**config.mk**
```make
export PLATFORM = sky130hd
export DESIGN_NAME = udi_issue_ctl_flat
export DESIGN_NICKNAME = d
export VERILOG_FILES = /design/src/rtl/udi_issue_ctl_if.sv /design/src/rtl/udi_issue_ctl.sv /design/src/flat_wrapper.sv
export SDC_FILE = /design/constraint.sdc
export NUM_CORES = 1
export LEC_CHECK = 0
export ABC_CLOCK_PERIOD_IN_PS = 2520
export CAP_MARGIN = 10
export CORE_ASPECT_RATIO = 1.2
export CORE_MARGIN = 3
export CORE_UTILIZATION = 42
export CTS_CLUSTER_DIAMETER = 30
export DETAILED_ROUTE_END_ITERATION = 6
export GPL_TIMING_DRIVEN = 0
export MAX_ROUTING_LAYER = met4
export PLACE_DENSITY = 0.81
export SETUP_SLACK_MARGIN = 0.1
export SKIP_LAST_GASP = 1
export SYNTH_ARGS = -nofsm -noshare
export SYNTH_HDL_FRONTEND = slang
export SYNTH_SLANG_ARGS = --single-unit
```
**constraint.sdc**
```tcl
create_clock -name UDI_gclk -period 2.52 [get_ports UDI_gclk]
set_input_delay 0.504 -clock UDI_gclk [delete_from_list [all_inputs] [get_ports UDI_gclk]]
set_output_delay 0.504 -clock UDI_gclk [all_outputs]
set_load 0.1 [all_outputs]
```
**src/rtl/udi_issue_ctl_if.sv**
```systemverilog
// udi_issue_ctl_if: command (cmd_*) and response (rsp_*) valid/ready channels; master = requester, slave = issue controller
interface udi_issue_ctl_if;
  logic        cmd_valid;
  logic        cmd_ready;
  logic [5:0]  cmd_func;
  logic [4:0]  cmd_rd;
  logic [31:0] cmd_rs;
  logic [31:0] cmd_rt;
  logic        rsp_valid;
  logic        rsp_ready;
  logic [31:0] rsp_data;
  logic [4:0]  rsp_wrreg;
  logic        rsp_ri;
  logic        rsp_tmo;
  modport master (
    output cmd_valid, cmd_func, cmd_rd, cmd_rs, cmd_rt, rsp_ready,
    input  cmd_ready, rsp_valid, rsp_data, rsp_wrreg, rsp_ri, rsp_tmo
  );
  modport slave (
    input  cmd_valid, cmd_func, cmd_rd, cmd_rs, cmd_rt, rsp_ready,
    output cmd_ready, rsp_valid, rsp_data, rsp_wrreg, rsp_ri, rsp_tmo
  );
endinterface

```
**src/rtl/udi_issue_ctl.sv**
```systemverilog
// udi_issue_ctl: UDI initiator; bus = cmd/rsp handshakes, UDI_*_e/UDI_*_m = E/M stage responder signalling, one command in flight
module udi_issue_ctl #(
  parameter logic [5:0] MAJ_OP     = 6'd28,
  parameter int         TIMEOUT    = 255,
  parameter logic       KD_MODE    = 1'b1,
  parameter logic       ENDIAN_BIG = 1'b0
) (
  input  logic        UDI_gclk,
  input  logic        UDI_greset_n,
  udi_issue_ctl_if.slave bus,
  output logic [31:0] UDI_ir_e,
  output logic        UDI_irvalid_e,
  output logic        UDI_start_e,
  output logic [31:0] UDI_rs_e,
  output logic [31:0] UDI_rt_e,
  output logic        UDI_endianb_e,
  output logic        UDI_kd_mode_e,
  output logic        UDI_run_m,
  output logic        UDI_kill_m,
  output logic        UDI_greset,
  output logic        UDI_gscanenable,
  input  logic [31:0] UDI_rd_m,
  input  logic [4:0]  UDI_wrreg_e,
  input  logic        UDI_ri_e,
  input  logic        UDI_stall_m,
  input  logic        UDI_present
);
  typedef enum logic [2:0] {IDLE, EXEC, MEM, KILL, RESP} state_t;
  localparam logic [15:0] TMO_M1 = 16'(TIMEOUT - 1);
  state_t      state;
  logic [15:0] cnt;
  assign bus.cmd_ready   = UDI_greset_n && state == IDLE;
  assign bus.rsp_valid   = state == RESP;
  assign UDI_endianb_e   = ENDIAN_BIG;
  assign UDI_kd_mode_e   = KD_MODE;
  assign UDI_greset      = ~UDI_greset_n;
  assign UDI_gscanenable = 1'b0;
  always_ff @(posedge UDI_gclk or negedge UDI_greset_n)
    if (!UDI_greset_n) begin
      state         <= IDLE;
      cnt           <= '0;
      UDI_ir_e      <= '0;
      UDI_rs_e      <= '0;
      UDI_rt_e      <= '0;
      UDI_irvalid_e <= 1'b0;
      UDI_start_e   <= 1'b0;
      UDI_run_m     <= 1'b0;
      UDI_kill_m    <= 1'b0;
      bus.rsp_data  <= '0;
      bus.rsp_wrreg <= '0;
      bus.rsp_ri    <= 1'b0;
      bus.rsp_tmo   <= 1'b0;
    end else
      case (state)
        IDLE:
          if (bus.cmd_valid && UDI_present) begin
            state         <= EXEC;
            UDI_ir_e      <= {MAJ_OP, 10'd0, bus.cmd_rd, 5'd0, bus.cmd_func};
            UDI_rs_e      <= bus.cmd_rs;
            UDI_rt_e      <= bus.cmd_rt;
            UDI_irvalid_e <= 1'b1;
            UDI_start_e   <= 1'b1;
          end else if (bus.cmd_valid) begin
            state         <= RESP;
            bus.rsp_ri    <= 1'b1;
            bus.rsp_data  <= '0;
            bus.rsp_wrreg <= '0;
          end
        EXEC: begin
          state         <= MEM;
          UDI_irvalid_e <= 1'b0;
          UDI_start_e   <= 1'b0;
          UDI_run_m     <= 1'b1;
          UDI_kill_m    <= UDI_ri_e;
          bus.rsp_ri    <= UDI_ri_e;
          bus.rsp_wrreg <= UDI_wrreg_e;
        end
        MEM:
          if (bus.rsp_ri) begin
            state        <= RESP;
            UDI_run_m    <= 1'b0;
            UDI_kill_m   <= 1'b0;
            bus.rsp_data <= '0;
          end else if (UDI_stall_m) begin
            cnt <= cnt + 16'd1;
            if (cnt == TMO_M1) begin
              state      <= KILL;
              UDI_kill_m <= 1'b1;
            end
          end else begin
            state        <= RESP;
            UDI_run_m    <= 1'b0;
            bus.rsp_data <= UDI_rd_m;
          end
        KILL: begin
          state        <= RESP;
          UDI_run_m    <= 1'b0;
          UDI_kill_m   <= 1'b0;
          bus.rsp_tmo  <= 1'b1;
          bus.rsp_data <= '0;
        end
        RESP:
          if (bus.rsp_ready) begin
            state       <= IDLE;
            bus.rsp_ri  <= 1'b0;
            bus.rsp_tmo <= 1'b0;
            cnt         <= '0;
          end
        default: state <= IDLE;
      endcase
endmodule

```
**src/flat_wrapper.sv**
```systemverilog
// flat-port wrapper written by rule: the top's interface ports become plain ports
module udi_issue_ctl_flat 
#(
  parameter logic [5:0] MAJ_OP     = 6'd28,
  parameter int         TIMEOUT    = 255,
  parameter logic       KD_MODE    = 1'b1,
  parameter logic       ENDIAN_BIG = 1'b0
)
  (UDI_gclk, UDI_greset_n, UDI_ir_e, UDI_irvalid_e, UDI_start_e, UDI_rs_e, UDI_rt_e, UDI_endianb_e, UDI_kd_mode_e, UDI_run_m, UDI_kill_m, UDI_greset, UDI_gscanenable, UDI_rd_m, UDI_wrreg_e, UDI_ri_e, UDI_stall_m, UDI_present, bus_cmd_valid, bus_cmd_func, bus_cmd_rd, bus_cmd_rs, bus_cmd_rt, bus_rsp_ready, bus_cmd_ready, bus_rsp_valid, bus_rsp_data, bus_rsp_wrreg, bus_rsp_ri, bus_rsp_tmo);
  udi_issue_ctl_if bus_i ();
  input  logic UDI_gclk;
  input  logic UDI_greset_n;
  output logic [31:0] UDI_ir_e;
  output logic UDI_irvalid_e;
  output logic UDI_start_e;
  output logic [31:0] UDI_rs_e;
  output logic [31:0] UDI_rt_e;
  output logic UDI_endianb_e;
  output logic UDI_kd_mode_e;
  output logic UDI_run_m;
  output logic UDI_kill_m;
  output logic UDI_greset;
  output logic UDI_gscanenable;
  input  logic [31:0] UDI_rd_m;
  input  logic [4:0] UDI_wrreg_e;
  input  logic UDI_ri_e;
  input  logic UDI_stall_m;
  input  logic UDI_present;
  input wire logic [$bits(bus_i.cmd_valid)-1:0] bus_cmd_valid;
  input wire logic [$bits(bus_i.cmd_func)-1:0] bus_cmd_func;
  input wire logic [$bits(bus_i.cmd_rd)-1:0] bus_cmd_rd;
  input wire logic [$bits(bus_i.cmd_rs)-1:0] bus_cmd_rs;
  input wire logic [$bits(bus_i.cmd_rt)-1:0] bus_cmd_rt;
  input wire logic [$bits(bus_i.rsp_ready)-1:0] bus_rsp_ready;
  output wire logic [$bits(bus_i.cmd_ready)-1:0] bus_cmd_ready;
  output wire logic [$bits(bus_i.rsp_valid)-1:0] bus_rsp_valid;
  output wire logic [$bits(bus_i.rsp_data)-1:0] bus_rsp_data;
  output wire logic [$bits(bus_i.rsp_wrreg)-1:0] bus_rsp_wrreg;
  output wire logic [$bits(bus_i.rsp_ri)-1:0] bus_rsp_ri;
  output wire logic [$bits(bus_i.rsp_tmo)-1:0] bus_rsp_tmo;
  assign bus_i.cmd_valid = bus_cmd_valid;
  assign bus_i.cmd_func = bus_cmd_func;
  assign bus_i.cmd_rd = bus_cmd_rd;
  assign bus_i.cmd_rs = bus_cmd_rs;
  assign bus_i.cmd_rt = bus_cmd_rt;
  assign bus_i.rsp_ready = bus_rsp_ready;
  assign bus_cmd_ready = bus_i.cmd_ready;
  assign bus_rsp_valid = bus_i.rsp_valid;
  assign bus_rsp_data = bus_i.rsp_data;
  assign bus_rsp_wrreg = bus_i.rsp_wrreg;
  assign bus_rsp_ri = bus_i.rsp_ri;
  assign bus_rsp_tmo = bus_i.rsp_tmo;
  udi_issue_ctl #(.MAJ_OP(MAJ_OP), .TIMEOUT(TIMEOUT), .KD_MODE(KD_MODE), .ENDIAN_BIG(ENDIAN_BIG)) u_core (.UDI_gclk(UDI_gclk), .UDI_greset_n(UDI_greset_n), .bus(bus_i), .UDI_ir_e(UDI_ir_e), .UDI_irvalid_e(UDI_irvalid_e), .UDI_start_e(UDI_start_e), .UDI_rs_e(UDI_rs_e), .UDI_rt_e(UDI_rt_e), .UDI_endianb_e(UDI_endianb_e), .UDI_kd_mode_e(UDI_kd_mode_e), .UDI_run_m(UDI_run_m), .UDI_kill_m(UDI_kill_m), .UDI_greset(UDI_greset), .UDI_gscanenable(UDI_gscanenable), .UDI_rd_m(UDI_rd_m), .UDI_wrreg_e(UDI_wrreg_e), .UDI_ri_e(UDI_ri_e), .UDI_stall_m(UDI_stall_m), .UDI_present(UDI_present));
endmodule
```
==> results of run 1 <==
-- worst paths after layout --
check	slack, ps	start	endpoint
hold / removal	60	UDI_greset_n	u_core.UDI_rs_e[21]$_DFFE_PN0P_
max in group asynchronous	1080	UDI_greset_n	u_core.bus.rsp_data[2]$_DFFE_PN0P_
setup / recovery	150	u_core.UDI_rt_e[5]$_DFFE_PN0P_	UDI_rt_e[5]
setup reg to reg	290	u_core.state[0]$_DFFE_PN0P_	u_core.UDI_rt_e[15]$_DFFE_PN0P_
hold reg to reg	480	u_core.bus.rsp_data[19]$_DFFE_PN0P_	u_core.bus.rsp_data[19]$_DFFE_PN0P_
min in group UDI_gclk	480	u_core.bus.rsp_data[19]$_DFFE_PN0P_	u_core.bus.rsp_data[19]$_DFFE_PN0P_
-- state kept, by name (all words and copies together) (netlist names), 3 cells and up --
register,cells
u_core.UDI_rs_e,32
u_core.UDI_rt_e,32
u_core.state,3
u_core.UDI_ir_e,12
u_core.bus.rsp_wrreg,5
u_core.bus.rsp_data,32
u_core.cnt,16
-- final cells by class --
type,count,area (µm²),area share
Antenna cell,1,2.50,0.000274
Tap cell,168,210,0.0230
Multi-Input combinational cell,313,2110,0.231
Sequential cell,137,3430,0.375
Clock buffer,19,453,0.0496
Inverter,10,37.5,0.00411
Clock inverter,13,188,0.0205
Buffer,50,294,0.0322
Timing Repair Buffer,245,2410,0.264
-- what timing repair did --
action,CTS,global route
pin swaps,0,0
setup endpoints to repair,104,21
cloned,0,0
resized for setup,114,23
endpoints found under the hold margin,44,0
hold buffers,2,0
-- stage by stage --
| stage | instances | setup slack (ps) |
|---|---|---|
| 2_1_floorplan | 510 | 473 |
| 3_3_place_gp | 920 | -5060 |
| 3_5_place_dp | 921 | -510 |
| 4_1_cts | 955 | -46.8 |
| 5_1_grt | 956 | 70.2 |
| 6_report | 956 | 145 |
-- cells by family (layout without fill, tap and decap cells) --
| group | count (synthesis) | in the layout | share of synthesized area |
|---|---|---|---|
| other cells | 2 | 22 | 0.00129 |
| simple gates | 130 | 130 | 0.112 |
| mux | 76 | 76 | 0.147 |
| flops | 137 | 137 | 0.591 |
| xor+xnor | 3 | 3 | 0.00453 |
| compound gates | 81 | 81 | 0.0824 |
| buf+inv | 60 | 337 | 0.0572 |
| fa+ha+maj | 2 | 2 | 0.00431 |
-- metal layers --
layer  vias to the layer above  part of all wire  global-route usage
met5                         -                 0                   -
met4                         0             0.026              0.0855
met3                        36             0.077              0.0690
met2                       242              0.51               0.391
met1                      2317              0.39               0.270
li1                       2236                 -                   -
-- layout by cell type, fill, tap and decap left out, drive strengths merged, types with 5 or more instances in the layout --
cell           synthesis  layout
o31ai                  5       5
clkdlybuf4s50          0     118
mux2                  75      75
clkbuf                13      34
nand2                 81      81
nor2                   7       7
dlymetal6s2s           0      19
dlygate4sd2            0     101
or4                    5       5
nand3                  5       5
a21oi                 16      16
dfrtp                137     137
inv                   10      15
buf                   37      40
conb                   2      21
a22o                   5       5
nand4                  6       6
o21ai                 39      39
==> flow_summary.yaml, run 1 <==
drt:
  antenna_left: 0
  via_per_inst: 5.05
  drt-total-wl_um: 17300
  drtIter0Drc: 264
  drt_first_pass_iters: 4
  drc_errors: 0
  wire_per_inst_um: 18.0
  vias: 4831
global_routing:
  grt_usage: 0.235
  first_global_vias: 5013
  gr-total-overflow: 0
  grt_pass1_wl_um: 26900
  grt_max_degree: 76
  antenna_found_initial: 1
critical_path:
  cpPeakStageDelay_ps: 1130
  cp_slowest_cell: "clkdlybuf4s50_1"
  worstSetupPathType: "register to primary output"
  cp_top_family: "buffers and inverters"
  critPathArrivalTime_ps: 1870
  start_kind: "register"
  crit_buf_inv: 1
  required_ps: 2020
  worst-r2r-cell-count: 7
  cp_num_cells: 1
  worstPathMaxFanout: 2
  critPathCaptureType: "primary output"
  cp_cell_sequence: "clkdlybuf4s50_1"
die:
  io_pins: 264
  die_h_um: 135
  die_w_um: 113
  rows: 46
  die-area_um2: 15300
  initial_core_util: 0.434
  core_area_um2: 13400
timing:
  skew_ps: 8.06
  slew_viol_final: 0
  min_period_over_period: 0.942
  relSlewSlack: 0.293
  post-route-min-period_ps: 2370
  tightest_slew_ps: 1060
  rsz0062_at_grt: "yes"
  finalHoldViolCount: 0
  max_freq_mhz: 421
  setup_violations: 0
  holdWs_ps: 64.2
  finalSetupTns_ps: 0
clocking:
  numCtsBuffers: 17
  cts.path.max_buffers: 2
  cts_setup_buffers: 0
  clkTransAtPathRegs_ps: 60
  cts_tree: "built"
  cts_sinks: 137
  ctsRootBufferMaster: "clkbuf_16"
  h-tree-depth: 4
  clock_latency_ps: 410
min_path:
  hp-class: "input pin to async pin"
synth:
  synthFlopType: "dfrtp_1"
  yosysSeqAreaShare: 0.591
  netlist_area_um2: 5800
  syn_inst: 491
  synth_edf_count: 0
  synth_area_leaders: "dfrtp_1 59%, mux2_2 15%, nand2_1 5.2%, o21ai_0 3.3%, buf_4 3.1%"
  yosys-top-cells-count: "137 x dfrtp_1, 81 x nand2_1, 75 x mux2_2"
  synth_top_area_cell: "dfrtp_1"
  synth_seq_cells: 137
  synthDistinctLibCells: 49
  async_reset_ff_frac: 1.00
  avgSynthCellArea_um2: 11.8
  synth_top_area_share: 0.591
  yosysMostFrequentCell: "dfrtp_1"
  yosysWarningCount: 0
cells_and_area:
  fin_area_um2: 9140
  area.growth.synth_to_final_pct: 57.6
  fin_util: 0.685
  drive_above_1_share: 0.202
  num-nets-final: 895
  fillers: 986
run:
  cap_viol_max_count: 0
placement:
  dpl_cell_area_um2: 8530
  globalplace.congestion: 0.845
  numPortBuffers: 242
  hpwl_um: 12800
run_status:
  run_status: "complete, no violations"
Power of run 1 is not shown: default switching activity piles up to over one toggle a cycle in this logic, so the estimate is an artifact.
==> run 2, diff against run 1 <==
ABC_CLOCK_PERIOD_IN_PS = 2380   (was 2520)
CAP_MARGIN = 20   (was 10)
clock period = 2.38 ns   (was 2.52 ns; I/O delays follow)
==> run 2 against run 1 <==
Net effect: critical path depth rose by 1; clock skew barely moved; sequential share of layout area rose by 0.14 points; core utilization fell by 0.25 points; register-to-register slack got worse by 40 ps; critical endpoint is now UDI_ir_e[29].
==> flow_summary.yaml, run 2 (synthesis gave the netlist of run 1 again) <==
critical_path:
  worstSetupPathType: "register to primary output"
  required_ps: 1900
  critPathCaptureType: "primary output"
  ff2ff_setup_slack_ps: 250
  start_kind: "register"
  rr_endpoint: "u_core.UDI_rt_e[15]$_DFFE_PN0P_"
  rr_startpoint: "u_core.state[0]$_DFFE_PN0P_"
  worstPathMaxFanout: 4
  worst-r2r-cell-count: 7
  cp-startpoint: "u_core.UDI_ir_e[28]$_DFFE_PN0P_"
  critPathArrivalTime_ps: 1750
cells_and_area:
  layout_commonest_cell: "dfrtp_1"
  top_regs: "u_core.UDI_rs_e (32), u_core.UDI_rt_e (32), u_core.bus.rsp_data (32)"
  mostFrequentLayoutCells: "137 x dfrtp_1, 119 x dlygate4sd2_1, 117 x clkdlybuf4s50_1, 81 x nand2_1, 75 x mux2_2"
  drive_above_1_share: 0.206
  area.growth.synth_to_final_pct: 57.0
  num-nets-final: 896
min_path:
  hp-class: "input pin to async pin"
drt:
  drt_first_pass_iters: 5
  via_per_inst: 5.04
  drc_errors: 0
  drtIter0Drc: 247
  drt-total-wl_um: 17300
  antenna_left: 0
  wire_per_inst_um: 18.1
  vias: 4828
placement:
  hpwl_um: 12800
  pre_cts_slack_ps: -594
  globalplace.congestion: 0.845
  numPortBuffers: 242
die:
  die-area_um2: 15300
  rows: 46
  die_h_um: 135
  die_w_um: 113
  initial_core_util: 0.434
  io_pins: 264
  core_area_um2: 13400
clocking:
  h-tree-depth: 4
  cts_tree: "built"
  cts_setup_buffers: 0
  cts_sinks: 137
  clkTransAtPathRegs_ps: 60
  ctsRootBufferMaster: "clkbuf_16"
  clock_latency_ps: 410
  numCtsBuffers: 17
  cts.path.max_buffers: 2
global_routing:
  antenna_found_initial: 1
  grt_max_degree: 76
  grt_pass1_wl_um: 26400
  grt_usage: 0.230
  gr-total-overflow: 0
  first_global_vias: 4966
timing:
  rsz0062_at_grt: "yes"
  finalHoldViolCount: 0
  setup_violations: 0
  holdWs_ps: 45.3
  post-route-min-period_ps: 2230
  relSlewSlack: 0.296
  skew_ps: 7.61
  tightest_slew_ps: 1060
  max_freq_mhz: 449
  slew_viol_final: 0
  min_period_over_period: 0.937
  fin_ws_ps: 151
run_status:
  run_status: "complete, no violations"
run:
  cap_viol_max_count: 0
-- run 2: metal layers --
metal | vias to the layer above | track usage | routed length (µm)
met5 | - | - | 0
met4 | 0 | 0.0802 | 453
met3 | 32 | 0.0690 | 1400
met2 | 241 | 0.386 | 8840
met1 | 2310 | 0.262 | 6630
li1 | 2245 | - | -
-- run 2: worst max-delay path, stage by stage (launching register included) --
cell           delay [ps]
dfrtp_1               380
buf_4                 120
dlygate4sd2_1         840
-- run 2: what timing repair did --
| item | CTS | global route |
|---|---|---|
| endpoints found under the hold margin | 63 | 59 |
| endpoints found under the setup margin | 124 | 20 |
| pin swaps | 0 | 0 |
| gates resized for setup | 137 | 8 |
| cloned | 0 | 1 |
-- run 2: through the flow --
stage               instances  utilization  cell area [µm²]  setup TNS [ps]
CTS                       953        0.677             9030            -159
finish                    957        0.682             9110               0
detailed placement        921        0.639             8530           -3140
global placement          920        0.637             8500         -622430
floorplan                 510            -             5870               0
global route              957        0.682             9110               0
-- run 2: area by class of cell --
class / instances / area (µm²)
fillers: 1006 / 4250
well taps: 168 / 210
plain buffers: 50 / 302
flip-flops and latches: 137 / 3430
clock buffers: 19 / 453
inverters: 10 / 37.5
repair buffers: 246 / 2370
diodes: 1 / 2.50
multi-input cells: 313 / 2110
clock inverters: 13 / 188
-- run 2: worst max path at each step --
| stage | to | cells past startpoint | slack, ps |
|---|---|---|---|
| finish | UDI_ir_e[29] | 2 | 150 |
| CTS | bus_rsp_valid | 5 | -160 |
| global route | bus_rsp_valid | 5 | 70 |
| global placement | bus_cmd_ready | 3 | -5140 |
| floorplan | u_core.cnt[14]$_DFFE_PN0P_ | 5 | 330 |
| detailed placement | UDI_greset | 4 | -590 |
Power of run 2 is left out for the same reason.
